$ cat src/rtl/composite_video_pkg.sv
// Shared composite video timing constants, DAC levels and line-type encoding.
// Used by the sync generator and the sync separator.
package composite_video_pkg;

   typedef enum logic [1:0] {
      NORMAL = 2'd0,
      EQ     = 2'd1,
      VSYNC  = 2'd2
   } line_type_e;

   localparam int LINE_SAMPLES    = 2350;
   localparam int HSYNC_WIDTH     = 175;
   localparam int BACK_PORCH      = 175;
   localparam int ACTIVE_WIDTH    = 1920;
   localparam int LINES_PER_FRAME = 262;
   localparam int VBLANK_LINES    = 20;
   localparam int ACTIVE_LINES    = 240;

   localparam int SYNC_LEVEL  = 2600;
   localparam int BLANK_LEVEL = 3000;

endpackage

$ cat src/rtl/video_timing_counter.sv
// Horizontal/vertical sample counters paced by sample_valid, plus line-type decode.
// Build option CSYNC_EQ_PULSES_EN selects the EQ-VSYNC-EQ vertical interval.
module video_timing_counter
   import composite_video_pkg::*;
#(
   parameter int LINE_SAMPLES    = composite_video_pkg::LINE_SAMPLES,
   parameter int LINES_PER_FRAME = composite_video_pkg::LINES_PER_FRAME
) (
   input  logic        clk,
   input  logic        rst,
   input  logic        sample_valid,
   output logic [11:0] h_cnt,
   output logic [8:0]  v_cnt,
   output line_type_e  line_type
);

   localparam logic [11:0] H_LAST = 12'(LINE_SAMPLES - 1);
   localparam logic [8:0]  V_LAST = 9'(LINES_PER_FRAME - 1);

   always_ff @(posedge clk) begin
      if (rst) begin
         h_cnt <= '0;
         v_cnt <= '0;
      end else if (sample_valid) begin
         if (h_cnt == H_LAST) begin
            h_cnt <= '0;
            v_cnt <= (v_cnt == V_LAST) ? 9'd0 : v_cnt + 9'd1;
         end else begin
            h_cnt <= h_cnt + 12'd1;
         end
      end
   end

   always_comb begin
      line_type = NORMAL;
`ifdef CSYNC_EQ_PULSES_EN
      if (v_cnt <= 9'd2 || (v_cnt >= 9'd6 && v_cnt <= 9'd8))
         line_type = EQ;
      else if (v_cnt <= 9'd5)
         line_type = VSYNC;
`else
      if (v_cnt <= 9'd2)
         line_type = VSYNC;
`endif
   end

endmodule

$ cat src/rtl/composite_sync_gen.sv
// Composite sync/blanking/luma DAC code generator for a 262-line progressive frame.
// Define CSYNC_EQ_PULSES_EN to add equalizing pulses around vertical sync.
module composite_sync_gen
   import composite_video_pkg::*;
#(
   parameter int LINE_SAMPLES    = composite_video_pkg::LINE_SAMPLES,
   parameter int HSYNC_WIDTH     = composite_video_pkg::HSYNC_WIDTH,
   parameter int BACK_PORCH      = composite_video_pkg::BACK_PORCH,
   parameter int ACTIVE_WIDTH    = composite_video_pkg::ACTIVE_WIDTH,
   parameter int LINES_PER_FRAME = composite_video_pkg::LINES_PER_FRAME,
   parameter int VBLANK_LINES    = composite_video_pkg::VBLANK_LINES,
   parameter int ACTIVE_LINES    = composite_video_pkg::ACTIVE_LINES,
   parameter int SYNC_LEVEL      = composite_video_pkg::SYNC_LEVEL,
   parameter int BLANK_LEVEL     = composite_video_pkg::BLANK_LEVEL
) (
   input  logic        clk,
   input  logic        rst,
   input  logic        sample_valid,
   input  logic [11:0] pixel_data,
   output logic [11:0] dac_data,
   output logic        h_sync_pulse,
   output logic        v_sync_pulse,
   output logic        active_video,
   output logic [11:0] x_coord,
   output logic [8:0]  y_coord
);

   localparam logic [11:0] HALF      = 12'(LINE_SAMPLES / 2);
   localparam logic [11:0] HS        = 12'(HSYNC_WIDTH);
   localparam logic [11:0] HS_HALF   = 12'(HSYNC_WIDTH / 2);
   localparam logic [11:0] BROAD_END = 12'(LINE_SAMPLES / 2 - HSYNC_WIDTH);
   localparam logic [11:0] TAIL      = 12'(LINE_SAMPLES - HSYNC_WIDTH);
   localparam logic [11:0] ACT_START = 12'(HSYNC_WIDTH + BACK_PORCH);
   localparam logic [11:0] ACT_END   = 12'(HSYNC_WIDTH + BACK_PORCH + ACTIVE_WIDTH);
   localparam logic [8:0]  VA_START  = 9'(VBLANK_LINES);
   localparam logic [8:0]  VA_END    = 9'(VBLANK_LINES + ACTIVE_LINES);
   localparam logic [11:0] SYNC_CODE  = 12'(SYNC_LEVEL);
   localparam logic [11:0] BLANK_CODE = 12'(BLANK_LEVEL);

   logic [11:0] h_cnt;
   logic [8:0]  v_cnt;
   line_type_e  line_type;
   logic        sync_tip;
   logic        in_window;
   logic [11:0] dac_next;

   video_timing_counter #(
      .LINE_SAMPLES    (LINE_SAMPLES),
      .LINES_PER_FRAME (LINES_PER_FRAME)
   ) u_timing (
      .clk          (clk),
      .rst          (rst),
      .sample_valid (sample_valid),
      .h_cnt        (h_cnt),
      .v_cnt        (v_cnt),
      .line_type    (line_type)
   );

   always_comb begin
      sync_tip = 1'b0;
      case (line_type)
         NORMAL: sync_tip = (h_cnt < HS);
         EQ:     sync_tip = (h_cnt < HS_HALF) ||
                            (h_cnt >= HALF && h_cnt < HALF + HS_HALF);
         // Broad pulses: low except for the serration before mid-line and line end.
         VSYNC:  sync_tip = !((h_cnt >= BROAD_END && h_cnt < HALF) || h_cnt >= TAIL);
         default: sync_tip = 1'b0;
      endcase

      in_window = (line_type == NORMAL) &&
                  (v_cnt >= VA_START) && (v_cnt < VA_END) &&
                  (h_cnt >= ACT_START) && (h_cnt < ACT_END);

      dac_next = BLANK_CODE;
      if (sync_tip)
         dac_next = SYNC_CODE;
      else if (in_window)
         dac_next = (pixel_data > BLANK_CODE) ? pixel_data : BLANK_CODE;
   end

   always_ff @(posedge clk) begin
      if (rst) begin
         dac_data     <= BLANK_CODE;
         active_video <= 1'b0;
         x_coord      <= '0;
         y_coord      <= '0;
         h_sync_pulse <= 1'b0;
         v_sync_pulse <= 1'b0;
      end else begin
         h_sync_pulse <= 1'b0;
         v_sync_pulse <= 1'b0;
         if (sample_valid) begin
            dac_data     <= dac_next;
            active_video <= in_window;
            x_coord      <= h_cnt;
            y_coord      <= v_cnt;
            h_sync_pulse <= (h_cnt == 12'd0);
            v_sync_pulse <= (h_cnt == 12'd0) && (v_cnt == 9'd0);
         end
      end
   end

endmodule
$ cat config.mk
export PLATFORM = sky130hd
export DESIGN_NAME = composite_sync_gen
export DESIGN_NICKNAME = d
export VERILOG_FILES = /design/src/rtl/composite_video_pkg.sv /design/src/rtl/video_timing_counter.sv /design/src/rtl/composite_sync_gen.sv
export SDC_FILE = /design/constraint.sdc
export NUM_CORES = 1
export LEC_CHECK = 0
export BUFFER_PORTS_ARGS = -buffer_cell sky130_fd_sc_hd__buf_2
export CORE_MARGIN = 10
export CORE_UTILIZATION = 59
export DETAILED_ROUTE_END_ITERATION = 8
export GPL_TIMING_DRIVEN = 0
export MAX_ROUTING_LAYER = met4
export PLACE_DENSITY = 0.95
export SETUP_SLACK_MARGIN = 0.15
export SLEW_MARGIN = 20
export SYNTH_ARGS = -nofsm -noshare
export SYNTH_HDL_FRONTEND = slang
export SYNTH_SLANG_ARGS = --single-unit
export TNS_END_PERCENT = 10
$ cat constraint.sdc
create_clock -name clk -period 4 [get_ports clk]
set_input_delay 0 -clock clk [delete_from_list [all_inputs] [get_ports clk]]
set_output_delay 0 -clock clk [all_outputs]
set_load 0.01 [all_outputs]
==> metrics, run 1 <==
layout cell share with drive strength beyond 1 a little under a quarter; Power Density roughly 370 nW/µm²; Hold WS 71.51 ps; Max-cap violations 0; total negative slack 0 ps; cells after synthesis roughly 290; Synthesis Warnings 0; Total GRT Usage about 19%; Site Rows 24; CTS resizes 0; H-tree levels 3; clk root buf clkbuf_8; Hold Startpoint pixel_data[11]; Clock Tree Buf Depth 2; Placed Cells just under 400; Iter 0 DRT Violations 341; CP endpoint kind flip-flop; antenna violations before repair 0; Util after Layout between 70% and 80%; Layout fillers about 300; Crit path required time approximately 4200 ps; Max FO, Critical Path 9; core area roughly 4400 µm²; setup ws final slightly below 2000 ps; worst clock skew 10.16 ps; Finished Layout Cells ~420; Initial Util ~61%; Worst EP arrival ~2200 ps; P_int about 0.91 mW; reg-to-reg slack, setup around 2000 ps; CTS buffer count 9; Static Leak around 1.4 nW; worst r2r dst dac_data[4]; Post-synth EDFFs 0; status finished clean; final instance area 3259 µm²; DR WL/cell about 17 µm; chip width 87.05 µm; vias per cell 5.962; area grow syn2layout 22.88%; max-slew violations 0; clock power share between 40% and 50%; Max Clk Rate about 500 MHz; first-pass GRT wire length 11350 µm; nets@finish 385; unrepaired setup endpoints after global routing false; Residual DRC 0; Worst Setup Start Kind flip-flop; Sequential Power Share 48.7%; Slew headroom between 50 and 60%; clock-pin slew on the worst setup and hold paths approximately 70 ps; placed instance area 2963 µm²; via count approximately 2500; synthesized area per cell between 9 and 10 µm²; vias in the first global route 2449; Worst Hold Path EP dac_data[7]; DIE HEIGHT roughly 87 µm; Final HPWL DP 4635 µm; Clk Latency, worst-skew pair 350 ps; reg2reg path depth 6; clock sink total between 50 and 60; maximum number of pins on one net before global-route repair 11; top cells by area, synth dfxtp_1 43%, mux2i_1 7.9%, nor2_1 7.1%; RR Startpoint u_timing.v_cnt[4]; Synth Flop Type dfxtp_1; post-synthesis cell area 2653 µm²; DIE AREA 7578 µm²; crit path kind flip-flop to flip-flop; Synth top area share 43.02%; Final min period a little over 2000 ps; # IOs 51; post-synthesis sequential area ratio 43.02%; number of synthesized register bits 57; CTS tree yes; ANT nets after route 0; worst slew pin tran 631.8 ps; pre-CTS WS 2063 ps; hold path depth 4; combinational power share 6.2%; Syn Nets 315; final WL 7015 µm; Yosys cell types 47; net switching power figure 0.2827 mW; Tcrit/Tclk final between 50% and 60%; Synth area leader dfxtp_1; drt pass-1 iters 5; Synth async-reset ratio 0%; final total power between 1 and 1.5 mW; VDD IR max roughly 0.00025 V; grt ovf 0; Finish-stage setup viols 0; Final Hold Viols 0; number of port buffers between 40 and 50; number of diodes 0; sw frac 23.75%; Hold WC Path Type primary input to flip-flop; GPL Wtd Cong 0.9015
## synthesized netlist by cell type, drive strengths merged, types with 2 or more instances
cell type	number
dfxtp	57
nor2	50
mux2i	21
nand2	17
buf	15
a21oi	14
nor3	11
xnor2	11
nand3	10
nor4	10
inv	9
o21ai	8
and3	7
xor2	7
clkbuf	6
ha	6
or3	5
a22o	4
nand4	3
and2	2
and4	2
nand4b	2
o41ai	2
## power groups by stage
| stage | clock network (mW) | registers (mW) | logic (mW) |
|---|---|---|---|
| after CTS | 0.538 | 0.580 | 0.0714 |
| after global routing | 0.564 | 0.581 | 0.0806 |
| after floorplan | 0 | 0.594 | 0.0378 |
| after detailed placement | 0 | 0.593 | 0.0640 |
| after global placement | 0 | 0.592 | 0.0622 |
| final | 0.536 | 0.580 | 0.0738 |
## timing repair
item | CTS | global route
buffers inserted | 0 | 0
setup endpoints to repair | 0 | 0
hold buffers | 10 | 0
endpoints found under the hold margin | 10 | 0
## flip-flops by register name, summed over array words and instances, names as in the netlist
| signal | flops |
|---|---|
| h_sync_pulse | 1 |
| v_sync_pulse | 1 |
| x_coord | 12 |
| u_timing.v_cnt | 9 |
| dac_data | 12 |
| y_coord | 9 |
| u_timing.h_cnt | 12 |
| active_video | 1 |
## area by class of cell
class | count | area, µm² | share of cell area, %
Timing Repair Buffer | 59 | 345.3 | 10.59
Sequential cell | 57 | 1141 | 35.01
Tap cell | 52 | 65.06 | 1.996
Clock inverter | 5 | 55.05 | 1.689
Inverter | 9 | 33.78 | 1.036
Buffer | 21 | 125.1 | 3.839
Multi-Input combinational cell | 207 | 1353 | 41.50
Clock buffer | 11 | 141.4 | 4.338
## routing by layer
| metal | share of wire (%) | wire length, µm | track usage, % | up-vias |
|---|---|---|---|---|
| met5 | 0 | 0 | - | - |
| met4 | 4.6 | 320 | 14.14 | 0 |
| met3 | 8.0 | 560 | 4.588 | 34 |
| met2 | 47 | 3318 | 29.98 | 134 |
| met1 | 40 | 2815 | 21.29 | 1180 |
| li1 | - | - | - | 1162 |
## how the worst max path moves through the flow
stage,from,slack (ps),end
after CTS,u_timing.v_cnt[4],2020,dac_data[4]
after global routing,u_timing.h_cnt[11],1870,u_timing.h_cnt[10]
after floorplan,u_timing.v_cnt[4],2350,dac_data[4]
final,u_timing.v_cnt[4],1980,dac_data[4]
after global placement,u_timing.h_cnt[1],2180,u_timing.h_cnt[10]
after detailed placement,u_timing.v_cnt[4],2060,dac_data[7]
## cells in the final DEF, fill, tap and decap left out, drive strengths merged, types with 3 or more instances in the layout
cell / synthesis / layout
buf: 15 / 64
dfxtp: 57 / 57
nor2: 50 / 50
mux2i: 21 / 21
nand2: 17 / 17
clkbuf: 6 / 17
a21oi: 14 / 14
xnor2: 11 / 11
nor3: 11 / 11
dlygate4sd3: 0 / 10
nor4: 10 / 10
nand3: 10 / 10
inv: 9 / 9
o21ai: 8 / 8
xor2: 7 / 7
and3: 7 / 7
ha: 6 / 6
or3: 5 / 5
a22o: 4 / 4
nand4: 3 / 3
## cell families (layout without fill, tap and decap cells)
| logic type | Yosys count | in the layout | share of synthesized area (%) |
|---|---|---|---|
| and+or+nand+nor | 124 | 124 | 23.87 |
| DFF | 57 | 57 | 43.02 |
| AOI/OAI and AO/OA | 38 | 38 | 10.43 |
| buffers and inverters | 30 | 105 | 5.990 |
| muxes | 21 | 21 | 7.924 |
| xor gates and xnor gates | 18 | 18 | 5.943 |
| adders and majority gates | 6 | 6 | 2.830 |
## critical path, stage by stage, from the launching register on
cell      delay [ps]
dfxtp_1          320
buf_6            130
or4_4            560
nor3_2           270
o41ai_1          150
o221ai_1         340
o21ai_1          130
Note: power is estimated with default switching activity, not from simulation.
==> run 2: changes to the inputs <==
--- a/config.mk
+++ b/config.mk
@@ -5,13 +5,14 @@
 export SDC_FILE = /design/constraint.sdc
 export NUM_CORES = 1
 export LEC_CHECK = 0
+export ABC_AREA = 1
 export BUFFER_PORTS_ARGS = -buffer_cell sky130_fd_sc_hd__buf_2
 export CORE_MARGIN = 10
-export CORE_UTILIZATION = 59
+export CORE_UTILIZATION = 50
 export DETAILED_ROUTE_END_ITERATION = 8
 export GPL_TIMING_DRIVEN = 0
 export MAX_ROUTING_LAYER = met4
-export PLACE_DENSITY = 0.95
+export PLACE_DENSITY = 0.88
 export SETUP_SLACK_MARGIN = 0.15
 export SLEW_MARGIN = 20
 export SYNTH_ARGS = -nofsm -noshare
==> constraint.sdc (replaced) <==
create_clock -name clk -period 1.6 [get_ports clk]
set_input_delay 0 -clock clk [delete_from_list [all_inputs] [get_ports clk]]
set_output_delay 0 -clock clk [all_outputs]
set_load 0.01 [all_outputs]
==> run 2 against run 1 <==
Clock skew shrank 3.0 ps. Synthesized area grew 7.1%. Wire length is 22% higher. The flow now finishes with violations (negative setup slack). Power increased by 130%. Combinational power increased to 2.6 times the previous value. Count of clock-buffer cells in the layout fell by 1. Via count up 28%.
==> metrics, run 2 <==
Layout fillers 359 (+22%); area taken by multi-input logic gates 1574 µm² (+16%); combinational power share 7.0% (+0.8 points); Worst EP arrival 1890 ps (-340 ps); Static Leak 1.714 nW (+20%); CTS tree yes; clock-pin slew on the worst setup and hold paths 70 ps (about the same); Synthesis Warnings 0 (unchanged); core area 5507 µm² (+26%); GPL Wtd Cong 0.9562 (+6.1%); Worst Setup Start Kind flip-flop; Iter 0 DRT Violations 348 (+2.1%); Site Rows 27 (+13%); reg-to-reg slack, setup -50 ps (-2030 ps); Setup crit end active_video; most frequent cells in the layout 87 x nand2_1, 50 x buf_2, 44 x dfxtp_1, 42 x nor2_1, 36 x inv_1; clock power share 40.7% (-4.4 points); drt pass-1 iters 5 (unchanged); Final min period 1649 ps (-368.2 ps); Max Clk Rate 606.6 MHz (+22%); placed instance area 3182 µm² (+7.4%); number of port buffers 50 (+2.0%); Syn Nets 430 (+37%); worst slew pin tran 594.6 ps (-37.20 ps); Sequential Power Share 52.3% (+3.6 points); CTS buffer count 9 (unchanged); Total GRT Usage 18.52% (-0.86 points); grt ovf 0 (unchanged); clk root buf clkbuf_8; Clk Latency, worst-skew pair 340 ps (about the same); Setup crit start u_timing.h_cnt[8]; Clock Tree Buf Depth 2 (unchanged); net switching power figure 0.7106 mW (+150%); VDD IR max 0.0004562 V (+83%); antenna violations before repair 0 (unchanged); top-count cell post-synth nand2_1; maximum number of pins on one net before global-route repair 11 (unchanged); worst r2r dst active_video; via count 3210 (+28%); Tcrit/Tclk final 103.0% (+53 points); crit path kind flip-flop to flip-flop; ANT nets after route 0 (unchanged); number of diodes 0 (unchanged); unrepaired setup endpoints after global routing true; Slew headroom 60.36% (+2.5 points); RR Startpoint u_timing.h_cnt[8]; area grow syn2layout 34.83%; vias in the first global route 3013 (+23%); # IOs 51 (unchanged); biggest regs dac_data: 12 flops, u_timing.h_cnt: 12 flops, x_coord: 12 flops; Max-cap violations 0 (unchanged); vias per cell 5.544 (-7.0%); CP endpoint kind flip-flop; P_int 2.057 mW (+130%); top cells by area, synth dfxtp_1 40%, nand2_1 12%, nor2_1 6.9%; first-pass GRT wire length 13280 µm (+17%); Util after Layout 69.58% (-5.3 points); H-tree levels 3 (unchanged); Yosys cell types 35 (-26%); post-synthesis sequential area ratio 40.16% (-2.9 points); Final HPWL DP 5625 µm (+21%); max-slew violations 0 (unchanged); Synth Flop Type dfxtp_1; Post-synth top cells 92 x nand2_1, 57 x dfxtp_1, 52 x nor2_1; register area 1165 µm² (+2.1%); cells after synthesis 409 (+39%); DIE HEIGHT 95.39 µm (+9.6%); Synth async-reset ratio 0% (unchanged); Hold WS 0.3757 ps (-71.14 ps); Hold WC Path Type primary input to flip-flop; post-synthesis cell area 2841 µm² (+7.1%); sw frac 25.68% (+1.9 points); synthesized area per cell 6.947 µm² (-23%); Initial Util 51.60% (-9.3 points); Finish-stage setup viols 1 (+1); Synth top area share 40.16% (-2.9 points); Synth area leader dfxtp_1; layout cell share with drive strength beyond 1 33.73% (+9.9 points); reg2reg path depth 12 (+6); Residual DRC 0 (unchanged); DR WL/cell 14.84 µm (-11%); clock sink total 57 (unchanged); violated checks negative setup slack; worst clock skew 7.138 ps (-3.018 ps); number of synthesized register bits 57 (unchanged); Power Density 722.3 nW/µm² (+98%); Post-synth EDFFs 0 (unchanged); Final Hold Viols 0 (unchanged); status finished, violations left; most common cell after layout, fill and taps aside nand2_1; Crit path required time 1840 ps (-2370 ps); Max FO, Critical Path 5 (-4); DIE AREA 9098 µm² (+20%); final instance area 3831 µm² (+18%); final WL 8592 µm (+22%); chip width 95.39 µm (+9.6%); nets@finish 523 (+36%); setup ws final -48.53 ps (-2032 ps)
==> run 2: changes by cell type after synthesis, moves of 6 or more <==
cell,change
mux2i_1,-21
nor4_1,-6
inv_2,+9
o21ai_0,+17
nor2_2,+7
o21bai_1,+6
nand3_1,+18
nand4_1,+11
xnor2_1,-11
nand2_1,+75
inv_1,+31
==> run 2: final cells by class <==
class	instances	share of cell area [%]
inverters	53	5.781
clock buffers	10	3.331
clock inverters	6	0.9144
plain buffers	13	2.449
repair inverters	1	0.1960
flip-flops and latches	57	30.41
repair buffers	81	13.49
multi-input cells	286	41.08
well taps	72	2.351
==> run 2: cell families after synthesis <==
| kind of cell | after synthesis | synth area share, % |
|---|---|---|
| buffers and inverters | 66 | 9.908 |
| xor gates and xnor gates | 7 | 2.158 |
| and+or+nand+nor | 220 | 34.35 |
| DFF | 57 | 40.16 |
| adders and majority gates | 6 | 2.642 |
| AOI/OAI and AO/OA | 53 | 10.79 |
==> run 2: worst max-delay path, stage by stage, from the launching register on <==
cell     delay [ps]
dfxtp_2         320
buf_6           120
inv_6            60
nand2_2          60
nor2_1          200
nand3_1         150
nand3_1         130
nor2_2           60
buf_6           120
buf_6           130
buf_4           130
nand2_1          50
nand2_1          40
==> run 2: power by group through the flow <==
stage / combinational [mW] / clock, mW / sequential, mW
6_report: 0.194 / 1.13 / 1.45
3_3_place_gp: 0.151 / 0 / 1.48
3_5_place_dp: 0.154 / 0 / 1.48
5_1_grt: 0.212 / 1.18 / 1.45
2_1_floorplan: 0.0811 / 0 / 1.49
4_1_cts: 0.181 / 1.13 / 1.45
==> run 2: worst min path at each step <==
| stage | startpoint | cells after the start | to |
|---|---|---|---|
| after floorplan | pixel_data[10] | 2 | dac_data[10] |
| after global placement | pixel_data[10] | 3 | dac_data[10] |
| after detailed placement | pixel_data[10] | 3 | dac_data[10] |
| after CTS | pixel_data[7] | 5 | dac_data[7] |
| after global routing | pixel_data[7] | 5 | dac_data[7] |
| final | pixel_data[7] | 5 | dac_data[7] |
==> run 2: routing by layer <==
metal | up-vias | global-route usage (%) | wire length, µm
met5 | - | - | 0
met4 | 0 | 11.67 | 448
met3 | 46 | 5.342 | 822
met2 | 177 | 29.94 | 3980
met1 | 1475 | 19.56 | 3341
li1 | 1512 | - | -
==> run 2: stage by stage <==
step	TNS, ps	setup WS (ps)	power (mW)	instances
final	-48.53	-48.53	2.767	579
after CTS	0	87.14	2.755	574
after global placement	-12.64	-8.401	1.630	531
after floorplan	0	232.8	1.566	409
after detailed placement	-89.86	-35.67	1.635	531
after global routing	-602.3	-116.0	2.845	579
==> run 2: what timing repair did <==
action | in CTS | in global routing
setup endpoints to repair | 29 | 33
cloned | 1 | 0
hold buffers | 7 | 0
buffers inserted | 19 | 5
resized for setup | 50 | 26
pin swaps | 14 | 15
endpoints found under the hold margin | 7 | 0
==> run 3: changes to the inputs <==
--- a/config.mk
+++ b/config.mk
@@ -8,14 +8,15 @@
 export ABC_AREA = 1
 export BUFFER_PORTS_ARGS = -buffer_cell sky130_fd_sc_hd__buf_2
 export CORE_MARGIN = 10
-export CORE_UTILIZATION = 50
+export CORE_UTILIZATION = 45
 export DETAILED_ROUTE_END_ITERATION = 8
 export GPL_TIMING_DRIVEN = 0
 export MAX_ROUTING_LAYER = met4
-export PLACE_DENSITY = 0.88
+export PLACE_DENSITY = 0.8
 export SETUP_SLACK_MARGIN = 0.15
 export SLEW_MARGIN = 20
 export SYNTH_ARGS = -nofsm -noshare
 export SYNTH_HDL_FRONTEND = slang
+export SYNTH_HIERARCHICAL = 1
 export SYNTH_SLANG_ARGS = --single-unit
 export TNS_END_PERCENT = 10
==> constraint.sdc (replaced) <==
create_clock -name clk -period 1.6 [get_ports clk]
set_input_delay 0.16 -clock clk [delete_from_list [all_inputs] [get_ports clk]]
set_output_delay 0.16 -clock clk [all_outputs]
set_load 0.01 [all_outputs]
==> run 3 against run 2 <==
Critical path depth did not move. Non-clock buffer count fell by 31. The run still ends with negative setup slack left. Worst hold slack improved by 27 ps. Register-to-register slack got worse by 150 ps. Count of clock-buffer cells in the layout rose by 3. Via count rose by 3.6%. Sequential cell count did not move.
==> metrics, run 3 <==
post-synthesis cell area 3131 µm² (+10%); number of diodes 0 (unchanged); Clk Latency, worst-skew pair 340 ps (about the same); max-slew violations 0 (unchanged); number of synthesized register bits 57 (unchanged); Slowest-stage cell, CP dfxtp_4; grt ovf 0 (unchanged); via count 3325 (+3.6%); status finished, violations left; Crit path required time 1830 ps (about the same); most common cell after layout, fill and taps aside nand2_1; crit path kind flip-flop to flip-flop; top-count cell post-synth nand2_1; setup ws final -194.9 ps (-146.3 ps); Post-synth EDFFs 0 (unchanged); maximum number of pins on one net before global-route repair 13 (+2); antenna violations before repair 0 (unchanged); Synth Flop Type dfxtp_1; nets@finish 570 (+9.0%); Yosys cell types 32 (-8.6%); DIE HEIGHT 103.4 µm (+8.4%); area grow syn2layout 26.14%; Final HPWL DP 6276 µm (+12%); Total GRT Usage 16.43% (-2.1 points); Hold WS 27.10 ps (+26.72 ps); Static Leak 1.768 nW (+3.1%); Synthesis Warnings 6 (+6); top cells by area, synth dfxtp_1 36%, nand2_1 16%, nor2_1 8.9%; clock-pin slew on the worst setup and hold paths 70 ps (about the same); core area 6794 µm² (+23%); CTS tree yes; post-synthesis sequential area ratio 36.45% (-3.7 points); vias in the first global route 3010 (-0.10%); Post-synth top cells 136 x nand2_1, 74 x nor2_1, 63 x inv_1; Site Rows 30 (+11%); VDD IR max 0.0003621 V (-21%); Finish-stage setup viols 11 (+10); first-pass GRT wire length 13660 µm (+2.9%); clk root buf clkbuf_8; layout cell share with drive strength beyond 1 28.11% (-5.6 points); biggest regs dac_data: 12 flops, u_timing/h_cnt: 12 flops, x_coord: 12 flops; Final Hold Viols 0 (unchanged); Clock Tree Buf Depth 2 (unchanged); Worst EP arrival 2020 ps (+130 ps); Hold Buf Count CTS 0 (-7); drt pass-1 iters 5 (unchanged); final WL 8708 µm (+1.4%); Residual DRC 0 (unchanged); Tcrit/Tclk final 112.2% (+9.1 points); chip width 103.4 µm (+8.4%); Slew headroom 60.47% (+0.11 points); H-tree levels 3 (unchanged); ANT nets after route 0 (unchanged); total negative slack -1525 ps (-1477 ps); reg-to-reg slack, setup -190 ps (-150 ps); CP cell instances inv_2 > ha_4 > o2111ai_4 > nor3_4 > nor2_2 > nand2_2 > nor2_2 > nand3_2 > nor2_4 > nand3_4 > nor2_4 > nor2_1; Iter 0 DRT Violations 221 (-36%); GPL Wtd Cong 0.9196 (-3.8%); violated checks negative setup slack; Synth area leader dfxtp_1; Worst Setup Start Kind flip-flop; Max-cap violations 0 (unchanged); Initial Util 46.08% (-5.5 points); DIE AREA 10690 µm² (+18%); number of port buffers 49 (-2.0%); CP endpoint kind flip-flop; unrepaired setup endpoints after global routing true; most frequent cells in the layout 132 x nand2_1, 69 x nor2_1, 60 x inv_1, 51 x buf_2, 40 x dfxtp_1; clock sink total 57 (unchanged); synthesized area per cell 6.468 µm² (-6.9%); vias per cell 5.108 (-7.9%); Max Clk Rate 557.1 MHz (-8.2%); # IOs 51 (unchanged); final total power 3.166 mW (+14%); cells after synthesis 484 (+18%); Synth top area share 36.45% (-3.7 points); Syn Nets 504 (+17%); DR WL/cell 13.38 µm (-9.9%); Synth async-reset ratio 0% (unchanged); Power Density 801.8 nW/µm² (+11%); CP max stage delay 350 ps (+30 ps); Max FO, Critical Path 5 (unchanged); CTS buffer count 9 (unchanged); worst slew pin tran 590.8 ps (-3.802 ps); pre-CTS WS -402.1 ps (-366.4 ps); Hold WC Path Type primary input to flip-flop; worst clock skew 9.330 ps (+2.192 ps); Final min period 1795 ps (+146.3 ps)
[run 3: cell types whose count changed after synthesis, sizes merged, moves of 6 or more]
cell	delta
a21oi	-9
inv	+22
nand2	+50
nor2	+25
nor3	-6
o21ai	+11
[run 3: critical path: cells and delay by family (launching register included)]
kind / cells / cell delay, ps
AND/OR/NAND/NOR: 9 / 920
flip-flops: 1 / 350
buffers and inverters: 1 / 40
adder cells (fa/ha/maj): 1 / 150
AO/OA/AOI/OAI: 1 / 220
[run 3: timing repair]
action | in CTS | in global routing
pin swaps | 13 | 7
resized for setup | 15 | 34
buffers inserted | 5 | 1
endpoints found under the hold margin | 0 | 0
gates cloned | 0 | 0
setup endpoints to repair | 26 | 29
[run 3: kinds of logic (layout without fill, tap and decap cells)]
kind of cell	after synthesis	in the layout	synth area share (%)
buffers and inverters	81	152	10.63
adder cells (fa/ha/maj)	5	5	1.998
other	1	1	0.1198
flip-flops	57	57	36.45
AO/OA/AOI/OAI	49	49	8.793
XOR/XNOR	3	3	0.8395
AND/OR/NAND/NOR	288	288	41.17
[run 3: final cells by class]
class	count	area (µm²)
Timing Repair Buffer	55	294.0
Clock buffer	13	190.2
Tap cell	96	120.1
Buffer	8	62.56
Multi-Input combinational cell	346	1792
Sequential cell	57	1172
Inverter	73	274.0
Clock inverter	3	43.79
Fill cell	613	2845
[run 3: worst paths after layout]
| path | startpoint | cells past startpoint | to |
|---|---|---|---|
| worst max-delay path | u_timing/v_cnt[0] | 12 | dac_data[9] |
| worst min-delay path | pixel_data[1] | 3 | dac_data[1] |
| worst min register to register | dac_data[11] | 1 | dac_data[11] |
| worst max register to register | u_timing/v_cnt[0] | 12 | dac_data[9] |
[run 3: where the power goes]
part	switching [mW]	leakage (nW)	total (mW)	internal, mW
logic	0.124	1.18	0.199	0.0744
clock network	0.573	0.121	1.51	0.941
registers	0.0177	0.471	1.45	1.44
[run 3: per-layer routing]
metal	global-route usage [%]	wire length (µm)
met1	18.35	3622
met2	27.63	4198
met3	4.518	718
met4	5.775	168
met5	-	0
[run 3: through the flow]
stage | cells | utilization (%) | cell area, µm²
finish | 651 | 58.12 | 3949
global route | 651 | 58.12 | 3949
CTS | 650 | 56.37 | 3830
detailed placement | 629 | 51.86 | 3523
global placement | 629 | 51.86 | 3523
floorplan | 484 | - | 3158
